### src/rtl/imm_gen_pipe.sv
// ---------------------------------------------------------------------------
// imm_gen_pipe
//
// Purpose:
//   Immediate generator with a two-entry elastic pipeline (output register
//   plus one skid register). The immediate is decoded combinationally from
//   the incoming instruction word and captured on an upstream transfer. It
//   then flows out with valid/ready backpressure, and order is preserved.
//
// Ports:
//   CLK          sole clock, rising edge
//   RESET_N      asynchronous active-low reset
//   FLUSH        synchronous discard of all held entries (wins over input)
//   IN_VALID     upstream valid
//   IN_READY     upstream ready (registered, equals "skid register empty")
//   INSTRUCTION  raw 32-bit instruction word
//   SELECT       format: 0 I, 1 S, 2 U, 3 B, 4 J, 5 Z (CSR zimm), 6-7 invalid
//   IN_TAG       sideband tag travelling with the instruction
//   OUT_VALID    downstream valid
//   OUT_READY    downstream ready
//   OUT          XLEN-bit immediate
//   OUT_TAG      tag of the entry on OUT
//   OUT_ERR      entry had an invalid format (OUT is 0)
//
// Build option:
//   IMM_AUTO_DECODE_EN  when defined, SELECT is ignored and the format is
//                       derived from the opcode field. The SELECT port stays
//                       in the port list for both builds.
// ---------------------------------------------------------------------------
module imm_gen_pipe #(
    parameter int XLEN  = 32,
    parameter int TAG_W = 5
) (
    input  logic             CLK,
    input  logic             RESET_N,
    input  logic             FLUSH,
    input  logic             IN_VALID,
    output logic             IN_READY,
    input  logic [31:0]      INSTRUCTION,
    input  logic [2:0]       SELECT,
    input  logic [TAG_W-1:0] IN_TAG,
    output logic             OUT_VALID,
    input  logic             OUT_READY,
    output logic [XLEN-1:0]  OUT,
    output logic [TAG_W-1:0] OUT_TAG,
    output logic             OUT_ERR
);

    localparam logic [2:0] FMT_I   = 3'd0;
    localparam logic [2:0] FMT_S   = 3'd1;
    localparam logic [2:0] FMT_U   = 3'd2;
    localparam logic [2:0] FMT_B   = 3'd3;
    localparam logic [2:0] FMT_J   = 3'd4;
    localparam logic [2:0] FMT_Z   = 3'd5;
    localparam logic [2:0] FMT_BAD = 3'd6;

    localparam logic [6:0] OP_OP_IMM    = 7'b0010011;
    localparam logic [6:0] OP_OP_IMM_32 = 7'b0011011;

    logic [6:0]      opcode;
    logic [2:0]      funct3;
    logic            shift_f3;
    logic [2:0]      fmt;
    logic [XLEN-1:0] imm;
    logic            imm_err;

    assign opcode   = INSTRUCTION[6:0];
    assign funct3   = INSTRUCTION[14:12];
    // funct3 001/101 under OP-IMM encodes shifts; their immediate is a shamt.
    assign shift_f3 = (funct3 == 3'b001) || (funct3 == 3'b101);

    // -----------------------------------------------------------------------
    // Format selection
    // -----------------------------------------------------------------------
`ifdef IMM_AUTO_DECODE_EN
    always_comb begin
        fmt = FMT_BAD;
        case (opcode)
            7'b0010011, 7'b0000011, 7'b1100111, 7'b0011011: fmt = FMT_I;
            7'b0100011:                                     fmt = FMT_S;
            7'b0110111, 7'b0010111:                         fmt = FMT_U;
            7'b1100011:                                     fmt = FMT_B;
            7'b1101111:                                     fmt = FMT_J;
            // SYSTEM: funct3[2] set marks the immediate CSR forms (zimm).
            7'b1110011:                                     fmt = funct3[2] ? FMT_Z : FMT_I;
            default:                                        fmt = FMT_BAD;
        endcase
    end
`else
    assign fmt = SELECT;
`endif

    // -----------------------------------------------------------------------
    // Immediate decode. Size casts of $signed operands sign-extend to XLEN.
    // -----------------------------------------------------------------------
    always_comb begin
        imm     = '0;
        imm_err = 1'b0;
        case (fmt)
            FMT_I: begin
                if (opcode == OP_OP_IMM && shift_f3) begin
                    if (XLEN == 64) imm = XLEN'(INSTRUCTION[25:20]);
                    else            imm = XLEN'(INSTRUCTION[24:20]);
                end else if (XLEN == 64 && opcode == OP_OP_IMM_32 && shift_f3) begin
                    // *W shifts operate on 32 bits, so only a 5-bit shamt.
                    imm = XLEN'(INSTRUCTION[24:20]);
                end else begin
                    imm = XLEN'($signed(INSTRUCTION[31:20]));
                end
            end
            FMT_S: imm = XLEN'($signed({INSTRUCTION[31:25], INSTRUCTION[11:7]}));
            FMT_U: imm = XLEN'($signed({INSTRUCTION[31:12], 12'b0}));
            FMT_B: imm = XLEN'($signed({INSTRUCTION[31], INSTRUCTION[7],
                                         INSTRUCTION[30:25], INSTRUCTION[11:8], 1'b0}));
            FMT_J: imm = XLEN'($signed({INSTRUCTION[31], INSTRUCTION[19:12],
                                         INSTRUCTION[20], INSTRUCTION[30:21], 1'b0}));
            FMT_Z: imm = XLEN'(INSTRUCTION[19:15]);
            default: begin
                imm     = '0;
                imm_err = 1'b1;
            end
        endcase
    end

    // -----------------------------------------------------------------------
    // Elastic storage: output register + skid register
    // -----------------------------------------------------------------------
    logic             out_valid_q;
    logic [XLEN-1:0]  out_imm_q;
    logic [TAG_W-1:0] out_tag_q;
    logic             out_err_q;
    logic             skid_valid_q;
    logic [XLEN-1:0]  skid_imm_q;
    logic [TAG_W-1:0] skid_tag_q;
    logic             skid_err_q;
    logic             in_ready_q;

    logic in_fire;
    logic out_free;
    logic skid_valid_d;

    assign in_fire  = IN_VALID && in_ready_q;
    // Output register can take a new entry this edge: empty or draining.
    assign out_free = !out_valid_q || OUT_READY;

    // IN_READY is the registered inverse of the next skid occupancy, so it
    // never depends combinationally on OUT_READY.
    always_comb begin
        skid_valid_d = skid_valid_q;
        if (FLUSH)         skid_valid_d = 1'b0;
        else if (out_free) skid_valid_d = 1'b0;
        else if (in_fire)  skid_valid_d = 1'b1;
    end

    always_ff @(posedge CLK or negedge RESET_N) begin
        if (!RESET_N) begin
            out_valid_q  <= 1'b0;
            out_imm_q    <= '0;
            out_tag_q    <= '0;
            out_err_q    <= 1'b0;
            skid_valid_q <= 1'b0;
            skid_imm_q   <= '0;
            skid_tag_q   <= '0;
            skid_err_q   <= 1'b0;
            in_ready_q   <= 1'b0;
        end else begin
            in_ready_q   <= !skid_valid_d;
            skid_valid_q <= skid_valid_d;
            if (FLUSH) begin
                out_valid_q <= 1'b0;
            end else if (out_free) begin
                if (skid_valid_q) begin
                    // Skid is older than anything upstream; it goes first.
                    out_valid_q <= 1'b1;
                    out_imm_q   <= skid_imm_q;
                    out_tag_q   <= skid_tag_q;
                    out_err_q   <= skid_err_q;
                end else if (in_fire) begin
                    out_valid_q <= 1'b1;
                    out_imm_q   <= imm;
                    out_tag_q   <= IN_TAG;
                    out_err_q   <= imm_err;
                end else begin
                    out_valid_q <= 1'b0;
                end
            end else if (in_fire) begin
                skid_imm_q <= imm;
                skid_tag_q <= IN_TAG;
                skid_err_q <= imm_err;
            end
        end
    end

    assign IN_READY  = in_ready_q;
    assign OUT_VALID = out_valid_q;
    assign OUT       = out_imm_q;
    assign OUT_TAG   = out_tag_q;
    assign OUT_ERR   = out_err_q;

endmodule

### config.mk
export PLATFORM = sky130hd
export DESIGN_NAME = imm_gen_pipe
export DESIGN_NICKNAME = d
export VERILOG_FILES = /design/src/rtl/imm_gen_pipe.sv
export SDC_FILE = /design/constraint.sdc
export NUM_CORES = 1
export LEC_CHECK = 0
export CORE_MARGIN = 2
export CORE_UTILIZATION = 40
export DETAILED_ROUTE_END_ITERATION = 8
export GPL_ROUTABILITY_DRIVEN = 1
export PLACE_DENSITY = 0.63
export SYNTH_ARGS = -nofsm -noshare
export SYNTH_HDL_FRONTEND = slang
export SYNTH_SLANG_ARGS = --single-unit
### constraint.sdc
create_clock -name CLK -period 1.88 [get_ports CLK]
set_clock_uncertainty 0.05 [all_clocks]
set_input_delay 0.188 -clock CLK [delete_from_list [all_inputs] [get_ports CLK]]
set_output_delay 0.188 -clock CLK [all_outputs]
set_load 0.02 [all_outputs]
==> results of run 1 <==
-- critical path, stage by stage, from the launching register on --
cell	delay [ns]
dfrtp_1	0.38
nor2b_4	0.13
or4_1	0.60
a21oi_4	0.33
a211oi_1	0.13
-- path summary, 6_finish.rpt --
check / start / end / slack [ns] / cells after the start
hold / removal: RESET_N / OUT_TAG[1] / 0.26 / 2
setup reg to reg: OUT_VALID / OUT[14] / 0.12 / 4
setup / recovery: OUT_VALID / OUT[14] / 0.12 / 4
hold reg to reg: OUT_ERR / OUT_ERR / 0.43 / 2
min in group CLK: IN_TAG[3] / skid_tag_q[3] / 0.35 / 3
max in group asynchronous: RESET_N / OUT[27] / 0.97 / 3
-- metrics by stage --
stage | utilization | area (sq um)
CTS | 0.564 | 5130
finish | 0.564 | 5130
global placement | 0.540 | 4910
global route | 0.564 | 5130
detailed placement | 0.540 | 4910
floorplan | - | 3680
-- synth_stat cells (all sizes together) --
library cell and instances:
or4 1, and4 1, nand2b 7, nand4 2
o211ai 5, a211o 8, nor4b 2, or3 3
o21ai 19, nand4b 1, mux2 1, nor2 35
nand2 57, a31oi 1, a41oi 1, a211oi 20
nor2b 1, and3 15, and2 2, nand3 11
buf 18, a21oi 27, a22o 6, and3b 1
inv 3, and2b 1, mux2i 6, o31ai 1
xnor2 1, a221o 6, dfrtp 79, nor3 22
clkbuf 13
-- sequential cells by signal, summed over array words and instances, names as in the netlist --
name          flops
skid_tag_q        5
OUT              32
skid_err_q        1
OUT_ERR           1
skid_valid_q      1
OUT_TAG           5
IN_READY          1
OUT_VALID         1
skid_imm_q       32
-- metal layers --
metal / vias up / global-route usage
li1: 1555 / -
met1: 1567 / 0.290
met2: 109 / 0.334
met3: 22 / 0.0306
met4: 0 / 0.0927
met5: - / 0
-- final cells by class --
| cell class | instances | area, sq um | share of cell area |
|---|---|---|---|
| multi-input combinational | 264 | 1530 | 0.299 |
| sequential | 79 | 1980 | 0.385 |
| clock buffer | 10 | 128 | 0.0249 |
| timing repair buffer | 132 | 1260 | 0.246 |
| clock inverter | 5 | 81.3 | 0.0158 |
| inverter | 3 | 11.3 | 0.00219 |
| tap | 111 | 139 | 0.0271 |
-- power groups by stage --
stage / clock network (uW) / registers, uW / logic [uW]
finish: 1380 / 2200 / 1210
global route: 1470 / 2250 / 1320
CTS: 1410 / 2200 / 1220
detailed placement: 0 / 2240 / 1220
global placement: 0 / 2220 / 1190
floorplan: 0 / 2380 / 424
-- kinds of logic after synthesis --
kind of cell,share of synthesized area
flip-flops,0.537
AO/OA/AOI/OAI,0.175
multiplexers,0.0204
XOR/XNOR,0.00238
buffers and inverters,0.0499
AND/OR/NAND/NOR,0.216
==> results.py, run 1 <==
metrics = {
    "yosys": {
        "seq_area_frac_synth": 0.537,
        "synth_top_area_share": 0.537,
        "synth.area.top_cells": "dfrtp_1, nand2_1, a211oi_1",
        "ys_ff_latch": 79,
        "yosysUniqueCellTypes": 41,
        "ys_warn_count": 0,
        "syn_area_sq_um": 3680,
        "syn-num-nets": 422,
        "synth.largest_area_cell": "dfrtp_1",
        "syn_inst": 377,
        "synth.avg_cell_area_sq_um": 9.77,
    },
    "detailed_routing": {
        "wl_met2_mm": 4.49,
        "wl_per_cell_um": 16.6,
        "routed_wirelength_mm": 10.0,
        "dr.pass1.iters": 5,
        "drcViolationCount": 0,
        "drt_first_iter_violations": 110,
        "avgViaCountPerCell": 5.39,
        "routed.top_layer": "met4",
        "ant_nets": 0,
        "drt-met1-wl_mm": 4.80,
        "vias": 3253,
        "wl_met3_um": 468,
    },
    "power_and_ir_drop": {
        "power_density_nw_per_um2": 935,
        "ir_drop_v": 0.000408,
        "p_comb_frac": 0.252,
        "p_leak_uw": 0.00228,
        "switching_share": 0.294,
        "totalPowerFinal_uw": 4800,
        "power_frac_seq": 0.459,
        "switchingPower_uw": 1410,
        "intPower_uw": 3390,
        "clkPwrFrac": 0.288,
    },
    "place": {
        "dp_cells": 588,
        "dp_slack_ns": -0.222,
        "io_buffers": 84,
        "dpl.hpwl_mm": 7.21,
        "gp_congestion": 0.832,
    },
    "timing": {
        "setup_viol": 0,
        "whs_ns": 0.263,
        "setup_ws_ns": 0.119,
        "fin_crit_sh": 0.937,
        "relSlewSlack": 0.707,
        "rsz0062_at_grt": "no",
        "maxSlewViolCount": 0,
        "timing.fmax_mhz": 568,
        "period_needed_ns": 1.76,
        "worst_slew_pin_slew_ns": 0.439,
        "hold_viol": 0,
        "setup-tns-final_ns": 0,
    },
    "floorplanning": {
        "dieArea_sq_um": 10000,
        "ioPinCount": 85,
        "fp-row-count": 35,
        "start_util": 0.405,
        "die_h_um": 100,
        "core_sq_um": 9110,
        "die_x_um": 100,
    },
    "layout": {
        "areaGrowthSynthToFinish_pct": 39.3,
        "final_layout_size_suffix_gt1_frac": 0.148,
        "n_fill_cell": 839,
        "nets": 534,
        "final_common_cell": "clkdlybuf4s50_1",
        "antenna_cells": 0,
        "final_cell_mix": "clkdlybuf4s50_1, dfrtp_1, nand2_1, buf_4, nor2_1",
        "fin_cells": 604,
    },
    "worst_hold_path": {
        "hold_path.class": "input port to async pin",
    },
    "critical_path": {
        "worstPathRequired_ns": 2.05,
        "cp-end-kind": "flop",
        "path_max_fanout": 8,
        "cp-start-kind": "flop",
        "critPathKind": "flop to flop",
        "worstPathArrival_ns": 1.93,
    },
    "outcome": {
        "status": "complete, no violations",
    },
    "clocking": {
        "post_cts_resized": 0,
        "cts_buffer_depth": 2,
        "cts_hold_buf": 1,
        "clk_pin_slew_ns": 0.08,
        "post_cts_buffers": 0,
        "clock-sinks": 79,
        "cts_buffers": 9,
        "worst_skew_pair.late_latency_ns": 0.35,
        "htree_levels": 3,
        "cts_tree": "built",
        "cts-root-buf": "clkbuf_8",
    },
    "global_route": {
        "antenna_found_initial": 0,
        "grt_pass1_vias": 3358,
        "grt_pass1_wl_mm": 16.5,
        "grt_overflow": 0,
        "grt_max_degree": 35,
        "grt.total_usage": 0.211,
    },
    "run": {
        "cap_violations": 0,
    },
}
No activity file was read; power rests on OpenSTA's default activity.
==> run 2: changes to the inputs <==
RECOVER_POWER = 100   (was unset)
==> run 2 against run 1 <==
Net effect:
- hold slack improved by 0.087 ns
- power down 1.5%
- register-to-register slack is essentially flat
- die area stayed put
- core utilization down 0.52 points
- critical path type is now flop to output pin
- cell count unchanged
- sequential power about the same
- fmax shrank 0.28%
- critical endpoint is now OUT_VALID
- via count grew 0.15%
- combinational power decreased by 6%
- sequential share of layout area increased by 0.36 points
==> results.py, run 2 (same netlist as run 1, synthesis figures left out) <==
metrics = {
    "outcome": {
        "status": "complete, no violations",
    },
    "timing": {
        "relSlewSlack": 0.459,
        "maxSlewViolCount": 0,
        "timing.fmax_mhz": 566,
        "period_needed_ns": 1.77,
        "worst_slew_pin_slew_ns": 0.812,
        "setup_viol": 0,
        "whs_ns": 0.350,
        "hold_viol": 0,
        "fin_crit_sh": 0.939,
        "rsz0062_at_grt": "no",
    },
    "critical_path": {
        "rrSetupSlack_ns": 0.12,
        "crit_family": "buffers and inverters",
        "r2r_cells": 5,
        "cp-start-kind": "flop",
        "worstPathRequired_ns": 1.64,
        "max_stage_delay_ns": 0.65,
        "critPathSlowestCell": "clkdlybuf4s50_1",
        "path_max_fanout": 2,
        "reg2reg_from": "OUT_VALID",
        "critPathBufInv": 2,
        "critPathKind": "flop to output pin",
        "worstPathArrival_ns": 1.53,
        "rr_endpoint": "skid_imm_q[8]",
        "cp-end-kind": "output pin",
        "path_cells": "clkbuf_1, clkdlybuf4s50_1",
    },
    "floorplanning": {
        "core_sq_um": 9110,
        "dieArea_sq_um": 10000,
        "die_h_um": 100,
        "start_util": 0.405,
        "die_x_um": 100,
        "fp-row-count": 35,
        "ioPinCount": 85,
    },
    "power_and_ir_drop": {
        "p_leak_uw": 0.00229,
        "totalPowerFinal_uw": 4730,
        "power_density_nw_per_um2": 929,
        "ir_drop_v": 0.000404,
    },
    "layout": {
        "final_common_cell": "dfrtp_1",
        "fin_cells": 604,
        "nets": 534,
        "antenna_cells": 0,
        "stdcell_area_sq_um": 5090,
        "final_cell_mix": "dfrtp_1, nand2_1, clkdlybuf4s50_1, dlygate4sd3_1, nor2_1",
        "final_layout_size_suffix_gt1_frac": 0.136,
        "final_util": 0.558,
        "areaGrowthSynthToFinish_pct": 38.0,
    },
    "place": {
        "dp_cells": 588,
        "placedInstanceArea_sq_um": 4910,
        "dpl.hpwl_mm": 7.21,
        "io_buffers": 84,
        "gp_congestion": 0.832,
    },
    "detailed_routing": {
        "avgViaCountPerCell": 5.39,
        "wl_per_cell_um": 16.6,
        "vias": 3258,
        "ant_nets": 0,
        "dr.pass1.iters": 4,
        "drcViolationCount": 0,
        "drt_first_iter_violations": 110,
        "routed_wirelength_mm": 10.0,
    },
    "worst_hold_path": {
        "hold_end": "skid_tag_q[3]",
        "hold_path.class": "input port to flop",
        "hold_path_depth": 3,
        "min-delay-start": "IN_TAG[3]",
    },
    "clocking": {
        "cts_buffers": 9,
        "clock-sinks": 79,
        "clk_pin_slew_ns": 0.08,
        "post_cts_buffers": 0,
        "cts_buffer_depth": 2,
        "worst_skew_pair.late_latency_ns": 0.35,
        "cts-root-buf": "clkbuf_8",
        "htree_levels": 3,
        "cts_tree": "built",
    },
    "global_route": {
        "grt_overflow": 0,
        "grt_pass1_wl_mm": 16.5,
        "grt.total_usage": 0.211,
        "grt_pass1_vias": 3358,
        "antenna_found_initial": 0,
        "grt_max_degree": 35,
    },
    "run": {
        "cap_violations": 0,
    },
}
[run 2: cell count changes in the layout (fill, tap and decap cells not counted), sizes merged]
cell,change
buf,-12
clkdlybuf4s50,-39
clkbuf,+12
dlygate4sd3,+39
[run 2: report_power, final]
part / internal, uW / total [uW] / switching, uW
Clock: 744 / 1390 / 641
Combinational: 557 / 1140 / 587
Sequential: 2020 / 2200 / 175
[run 2: repair_timing]
action / CTS / global route
gates resized for setup: 0 / 0
hold buffers: 1 / 0
hold endpoints to repair: 32 / 0
[run 2: stage by stage]
step / setup slack [ns] / TNS [ns]
4_1_cts: 0.120 / 0
3_5_place_dp: -0.222 / -6.33
6_report: 0.114 / 0
5_1_grt: 0.0187 / 0
2_1_floorplan: 0.100 / 0
3_3_place_gp: -0.173 / -4.85
[run 2: metal layers]
layer  vias up  GRT usage  part of all wire
li1       1556          -                 -
met1      1564      0.290              0.47
met2       118      0.334              0.45
met3        20     0.0306             0.051
met4         0     0.0927             0.023
met5         -          0                 0
[run 2: worst register-to-register path, delay by kind of cell (launching register included)]
| family | cells | cell delay [ns] |
|---|---|---|
| AOI/OAI and AO/OA | 1 | 0.28 |
| buffers and inverters | 2 | 0.45 |
| DFF | 1 | 0.35 |
| and+or+nand+nor | 2 | 0.52 |
[run 2: how the worst max path moves through the flow]
stage,start,cells after the start,to,slack (ns)
after floorplan,OUT_VALID,5,OUT[10],0.10
after global placement,INSTRUCTION[3],5,OUT[6],-0.17
after detailed placement,INSTRUCTION[3],5,OUT[6],-0.22
after CTS,OUT_VALID,4,OUT[14],0.12
after global routing,skid_valid_q,5,OUT[20],0.02
final,OUT_VALID,2,OUT_VALID,0.11
[run 2: layout make-up]
type | count | area [sq um]
Clock buffer | 10 | 128
Fill cell | 848 | 4020
Clock inverter | 5 | 81.3
Inverter | 3 | 11.3
Tap cell | 111 | 139
Timing Repair Buffer | 132 | 1220
Sequential cell | 79 | 1980
Multi-Input combinational cell | 264 | 1530
==> run 3: changes to the inputs <==
--- a/config.mk
+++ b/config.mk
@@ -6,10 +6,13 @@
 export NUM_CORES = 1
 export LEC_CHECK = 0
+export CELL_PAD_IN_SITES_DETAIL_PLACEMENT = 0
+export CELL_PAD_IN_SITES_GLOBAL_PLACEMENT = 1
 export CORE_MARGIN = 2
-export CORE_UTILIZATION = 40
+export CORE_UTILIZATION = 38
 export DETAILED_ROUTE_END_ITERATION = 8
 export GPL_ROUTABILITY_DRIVEN = 1
-export PLACE_DENSITY = 0.63
+export PLACE_DENSITY = 0.77
 export RECOVER_POWER = 100
+export REMOVE_ABC_BUFFERS = 1
 export SYNTH_ARGS = -nofsm -noshare
 export SYNTH_HDL_FRONTEND = slang
--- a/constraint.sdc
+++ b/constraint.sdc
@@ -3,3 +3,3 @@
 set_input_delay 0.188 -clock CLK [delete_from_list [all_inputs] [get_ports CLK]]
 set_output_delay 0.188 -clock CLK [all_outputs]
-set_load 0.02 [all_outputs]
+set_load 0.01 [all_outputs]
==> run 3 against run 2 <==
Net effect:
- hold slack worse by 0.15 ns
- sequential power about the same
- first-iteration DRC count increased by 29%
- register-to-register slack got worse by 0.05 ns
- largest cell class unchanged
==> results.py, run 3 (same netlist as run 1, synthesis figures left out) <==
metrics = {
    "outcome": {
        "status": "complete, no violations",
    },
    "place": {
        "dpl.hpwl_mm": 7.30,
        "io_buffers": 84,
        "gp_congestion": 0.785,
    },
    "floorplanning": {
        "dieArea_sq_um": 10500,
        "fp-row-count": 35,
        "ioPinCount": 85,
        "core_sq_um": 9330,
        "start_util": 0.395,
        "die_x_um": 102,
        "die_h_um": 102,
    },
    "clocking": {
        "cts_buffers": 9,
        "htree_levels": 3,
        "clock-sinks": 79,
        "clk_pin_slew_ns": 0.10,
        "worst_skew_pair.late_latency_ns": 0.35,
        "cts-root-buf": "clkbuf_8",
        "cts_tree": "built",
        "cts_buffer_depth": 2,
    },
    "timing": {
        "maxSlewViolCount": 0,
        "rsz0062_at_grt": "no",
        "period_needed_ns": 1.81,
        "worst_slew_pin_slew_ns": 0.867,
        "relSlewSlack": 0.422,
        "hold_viol": 0,
        "setup-tns-final_ns": 0,
        "setup_viol": 0,
        "timing.fmax_mhz": 553,
        "fin_crit_sh": 0.961,
        "whs_ns": 0.200,
    },
    "layout": {
        "final_layout_size_suffix_gt1_frac": 0.138,
        "final_cell_mix": "dfrtp_1, nand2_1, clkdlybuf4s50_1, dlygate4sd3_1, nor2_1",
        "areaGrowthSynthToFinish_pct": 36.9,
        "nets": 527,
        "final_common_cell": "dfrtp_1",
        "final_util": 0.541,
        "antenna_cells": 0,
    },
    "detailed_routing": {
        "ant_nets": 0,
        "dr.pass1.iters": 5,
        "wl_per_cell_um": 16.2,
        "avgViaCountPerCell": 5.29,
        "routed_wirelength_mm": 10.0,
        "drt_first_iter_violations": 142,
        "drcViolationCount": 0,
        "vias": 3258,
    },
    "critical_path": {
        "r2r_cells": 5,
        "worstPathArrival_ns": 1.98,
        "cp-end-kind": "flop",
        "worstPathRequired_ns": 2.05,
        "reg2reg_from": "OUT_VALID",
        "rrSetupSlack_ns": 0.07,
        "critPathKind": "flop to flop",
        "startpoint": "OUT_VALID",
        "path_max_fanout": 8,
        "cp-start-kind": "flop",
        "timing.critical_path.to": "OUT[16]",
        "rr_endpoint": "OUT[16]",
    },
    "power_and_ir_drop": {
        "p_leak_uw": 0.00226,
        "power_density_nw_per_um2": 894,
        "ir_drop_v": 0.000361,
    },
    "global_route": {
        "grt_max_degree": 37,
        "grt_overflow": 0,
        "antenna_found_initial": 0,
        "grt_pass1_wl_mm": 16.2,
        "grt_pass1_vias": 3151,
        "grt.total_usage": 0.201,
    },
    "run": {
        "cap_violations": 0,
    },
    "worst_hold_path": {
        "hold_path.class": "input port to async pin",
    },
}
-- run 3: worst min-delay path by stage --
stage | startpoint | to | slack (ns) | cells after the start
after floorplan | RESET_N | IN_READY | -0.16 | 0
after global placement | RESET_N | OUT_VALID | 0.05 | 1
after detailed placement | RESET_N | OUT_VALID | 0.05 | 1
after CTS | RESET_N | OUT_TAG[4] | 0.21 | 2
after global routing | RESET_N | OUT_TAG[0] | 0.22 | 2
final | RESET_N | skid_tag_q[4] | 0.20 | 2
-- run 3: per-stage QoR --
step / setup WS (ns) / std cells / total power (uW) / area, sq um
detailed placement: -0.344 / 599 / 3320 / 4870
finish: 0.0728 / 616 / 4510 / 5040
global placement: -0.303 / 599 / 3290 / 4870
global route: 0.0160 / 616 / 4770 / 5040
floorplan: -1.11 / 346 / 2660 / 3510
CTS: 0.0639 / 616 / 4630 / 5100
-- run 3: critical path: stages, from the launching register on --
cell	delay [ns]
dfrtp_1	0.39
nor2b_4	0.14
or4_4	0.52
buf_4	0.19
a21oi_4	0.25
a211oi_1	0.13
-- run 3: area by class of cell --
cell class	instances	area, sq um
clock buffer	9	124
clock inverter	7	78.8
fill	866	4280
inverter	3	11.3
multi-input combinational	264	1550
sequential	79	1980
tap	129	161
timing repair buffer	125	1150
-- run 3: per-layer routing --
metal / wire length [um] / part of all wire / GRT usage
met2: 4720 / 0.47 / 0.317
met5: 0 / 0 / 0
met3: 520 / 0.052 / 0.0274
met4: 150 / 0.015 / 0.0656
met1: 4620 / 0.46 / 0.286
-- run 3: what timing repair did --
action | 4_1_cts | 5_1_grt
hold buffers | 1 | 0
setup buffers | 0 | 0
hold endpoints to repair | 56 | 0
endpoints found under the setup margin | 11 | 0
gates resized for setup | 2 | 0
-- run 3: where the power goes --
group	total, uW	internal [uW]	switching (uW)
Combinational	1020	545	471
Clock	1300	630	671
Sequential	2190	2020	172
Total	4510	3200	1310
==> edit 1 (config.mk and constraints of run 3) <==
Change the parameter `XLEN` from 32 to 16.
--- a/src/rtl/imm_gen_pipe.sv
+++ b/src/rtl/imm_gen_pipe.sv
@@ -29,5 +29,5 @@
 // ---------------------------------------------------------------------------
 module imm_gen_pipe #(
-    parameter int XLEN  = 32,
+    parameter int XLEN  = 16,
     parameter int TAG_W = 5
 ) (
Ports: changed (resized OUT); port bits go from 85 to 69. The function was not compared with the original's and may differ.
==> edit 1 against run 3 <==
- core utilization is 0.11 points higher
- routed wire length is 47% lower
- critical path depth stayed put
- setup slack better by 110 ps
- area after synthesis is 37% lower
- power is 45% lower
- sequential cell count is 32 lower
- design area is 36% lower
- maximum frequency is 6.5% higher
- combinational power is 38% lower
==> edit 1: results <==
placed_design:
  place_area_sq_um: 3184
  io_buffers: 68
  gp_congestion: 0.7653
  dp_cells: 391
  pre_cts_ws_ps: -47.40
  dpl.hpwl_um: 4117
global_route:
  grt_use_total: 0.1761
  gr-usage-met1: 0.2124
  global_route.usage.met2: 0.3121
  grt_pass1_wl_um: 9066
  grt_pass1_vias: 2038
  grtUsageMet3: 0.02500
  grt_max_degree: 22
clock_tree:
  clk_pin_slew_ps: 80
  ctsHtreeMaxLevel: 2
  cts_resized: 0
  cts_buffers: 5
synthesis:
  yosysSeqAreaShare: 0.5043
  yosys-top-cells-count: "nand2_1 (51), dfrtp_1 (47), a21oi_1 (18)"
  synth_area_leaders: "dfrtp_1 (50%), nand2_1 (8.2%), a21oi_1 (3.9%), mux2i_1 (3.9%), o21ai_1 (3.0%)"
  synthCells: 239
  ys_types: 38
cells_and_area:
  nFillCells: 589
  drive_gt1_frac: 0.1053
detailed_routing:
  initialDrtViolationCount: 45
  wl_met3_um: 222
  routedWlPerCell_um: 13.40
  drt-met1-wl_um: 2402
  drt_first_pass_iters: 4
  routed_via_density: 4.915
  route.met2.wl_um: 2617
  routed_wl_um: 5335
critical_path:
  worstPathArrival_ps: 1810
  critPathMaxFanout: 6
  crit_slowest_cell: "or3_1"
  slowest_delay_ps: 470
status:
  status: "complete, no violations"
timing:
  fin_crit_sh: 0.9029
  worst_pin_slew_ps: 1077
pwr:
  p_int_uw: 1794
  leakagePower_uw: 0.001393
  peakVddDrop_mv: 0.3206
  pwr-share-comb: 0.257
  p_clk_frac: 0.225
  pg_comb_uw: 637
min_path:
  min_path_type: "input port to register"
[edit 1: cell families after synthesis]
kind of cell,share of synthesized area
buffers and inverters,0.05418
AOI/OAI and AO/OA,0.1760
muxes,0.03863
DFF,0.5043
and+or+nand+nor,0.2269
[edit 1: path summary, 6_finish.rpt]
path / start / to / slack (ps) / cells after the start
setup / recovery: OUT_READY / skid_imm_q[13] / 180 / 5
hold / removal: IN_TAG[0] / skid_tag_q[0] / 390 / 3
setup reg to reg: OUT_VALID / skid_imm_q[13] / 210 / 4
hold reg to reg: OUT_TAG[4] / OUT_TAG[4] / 420 / 2
max in group asynchronous: RESET_N / OUT[6] / 430 / 3
min in group asynchronous: RESET_N / OUT[13] / 550 / 2
[edit 1: area by class of cell]
class	count	area [sq um]	area share
Sequential cell	47	1176	0.3666
Clock buffer	6	72.57	0.02262
Inverter	3	11.26	0.003510
Multi-Input combinational cell	175	997.2	0.3108
Timing Repair Buffer	92	857.1	0.2672
Tap cell	75	93.84	0.02925
==> edit 2 (settings of run 3) <==
Made on the original files. Make the reset (`RESET_N`) synchronous in one clocked block. Comments in the files are not updated.
--- a/src/rtl/imm_gen_pipe.sv
+++ b/src/rtl/imm_gen_pipe.sv
@@ -153,5 +153,5 @@
     end
 
-    always_ff @(posedge CLK or negedge RESET_N) begin
+    always_ff @(posedge CLK) begin
         if (!RESET_N) begin
             out_valid_q  <= 1'b0;
Check against the original RTL: differs if RESET_N is asserted again (counterexample within 4 cycles, from zero or initial values and one cycle with RESET_N low); with RESET_N held inactive, the same outputs for 4 cycles.
==> edit 2 against run 3 <==
- maximum frequency grew 4.7%
- count of clock-buffer cells in the layout is the same
- design area shrank 4.4%
- area after synthesis shrank 7.8%
- via count grew 5.2%
- setup slack gained 81 ps
- sequential cell count is the same
- first-iteration DRC count grew 7.7%
- routed wire length shrank 0.14%
- global-route usage grew 0.82 points
- critical path type is now input port to register
Power is not compared: it rests on default switching activity, and its combinational part moved more than twofold at a synthesized area within 25%.
==> edit 2: results <==
detailed_routing:
  drt_first_pass_iters: 4
  routed_via_density: 5.585
  routed_wl_um: 9995
  initialDrtViolationCount: 153
global_route:
  grt_use_total: 0.2090
  grt_max_degree: 40
  grt_pass1_wl_um: 16410
  grt_pass1_vias: 3245
  antenna_found_initial: 0
synthesis:
  ys_types: 41
  yosys-top-cells-count: "dfxtp_1 (79), nand2_1 (46), a21oi_1 (41)"
  async_flop_share: 0
  ys_warn_count: 0
  synth_area_leaders: "dfxtp_1 (47%), a21oi_1 (6.0%), o21ai_0 (5.3%), nand2_1 (5.1%), a221oi_1 (4.9%)"
  yosysSeqAreaShare: 0.4657
clock_tree:
  clk_latency_ps: 360
  ctsHtreeMaxLevel: 3
  clk_pin_slew_ps: 80
  cts_root_buffer: "clkbuf_8"
  cts_buffers: 9
  cts_buffer_depth: 2
cells_and_area:
  fin_nets: 546
  drive_gt1_frac: 0.1403
  nFillCells: 835
  antenna_cells: 0
min_path:
  min_path_type: "input port to register"
status:
  status: "complete, no violations"
critical_path:
  rrSetupSlack_ps: 170
  worstPathArrival_ps: 1900
  critPathMaxFanout: 11
pwr:
  leakagePower_uw: 0.001865
  peakVddDrop_mv: 0.2901
placed_design:
  dpl.hpwl_um: 7132
  gp_congestion: 0.8213
  io_buffers: 84
timing:
  worst_pin_slew_ps: 550.3
[edit 2: cell types whose count changed after synthesis, moves of 11 or more]
| cell | run 3 | this run |
|---|---|---|
| a211oi_1 | 20 | 6 |
| a21oi_1 | 25 | 41 |
| a221oi_1 | 0 | 19 |
| clkbuf_1 | 13 | 25 |
| dfrtp_1 | 79 | 0 |
| dfxtp_1 | 0 | 79 |
| nand2_1 | 57 | 46 |
| nor2_1 | 35 | 13 |
| nor3_1 | 22 | 4 |
| o21ai_0 | 19 | 36 |
[edit 2: cell families after synthesis]
| group | synth area share |
|---|---|
| AOI/OAI and AO/OA | 0.2944 |
| and+or+nand+nor | 0.1651 |
| DFF | 0.4657 |
| buffers and inverters | 0.05711 |
| muxes | 0.01769 |
[edit 2: layer usage]
metal | vias up | routed length, um | global-route usage
met2 | 89 | 4757 | 0.3349
li1 | 1691 | - | -
met5 | - | 0 | 0
met1 | 1635 | 4659 | 0.2872
met4 | 0 | 156 | 0.07692
met3 | 14 | 422 | 0.03121
[edit 2: path summary, 6_finish.rpt]
path,start,endpoint,depth (start not counted)
setup / recovery,INSTRUCTION[3],OUT[24],7
hold / removal,IN_TAG[0],skid_tag_q[0],3
setup reg to reg,skid_valid_q,OUT[16],6
hold reg to reg,skid_imm_q[0],skid_imm_q[0],2
[edit 2: worst max-delay path: stages]
cell	delay, ps
clkdlybuf4s50_1	410
nor4b_2	370
clkbuf_4	220
nand4_2	160
a31oi_1	230
buf_4	220
a221oi_1	100
[edit 2: stage by stage]
stage / instance area (sq um) / hold slack, ps / setup WS [ps] / cells / TNS, ps
after CTS: 4848 / 341.2 / 90.73 / 614 / 0
after global placement: 4668 / 389.8 / -166.1 / 598 / -6080
after global routing: 4821 / 361.7 / 24.02 / 614 / 0
after detailed placement: 4668 / 402.9 / -198.9 / 598 / -8002
final: 4821 / 360.4 / 153.7 / 614 / 0
after floorplan: 3243 / 263.8 / -1006 / 356 / -40720
[edit 2: final cells by class]
class,instances,area share
multi-input combinational,266,0.3390
sequential,79,0.3281
clock buffer,9,0.02569
tap,108,0.02803
timing repair buffer,134,0.2590
inverter,11,0.008565
clock inverter,7,0.01168
[edit 2: what timing repair did]
action,in CTS,in global routing
gates resized for setup,0,1
buffers inserted,0,0
setup endpoints to repair,0,5
[edit 2: power breakdown]
| part | internal, uW | total [uW] | leakage (uW) | switching, uW |
|---|---|---|---|---|
| registers | 1710 | 1730 | 0.000640 | 18.8 |
| logic | 241 | 466 | 0.00113 | 225 |
| clock network | 495 | 1170 | 0.0000906 | 679 |
| total | 2450 | 3370 | 0.00187 | 923 |
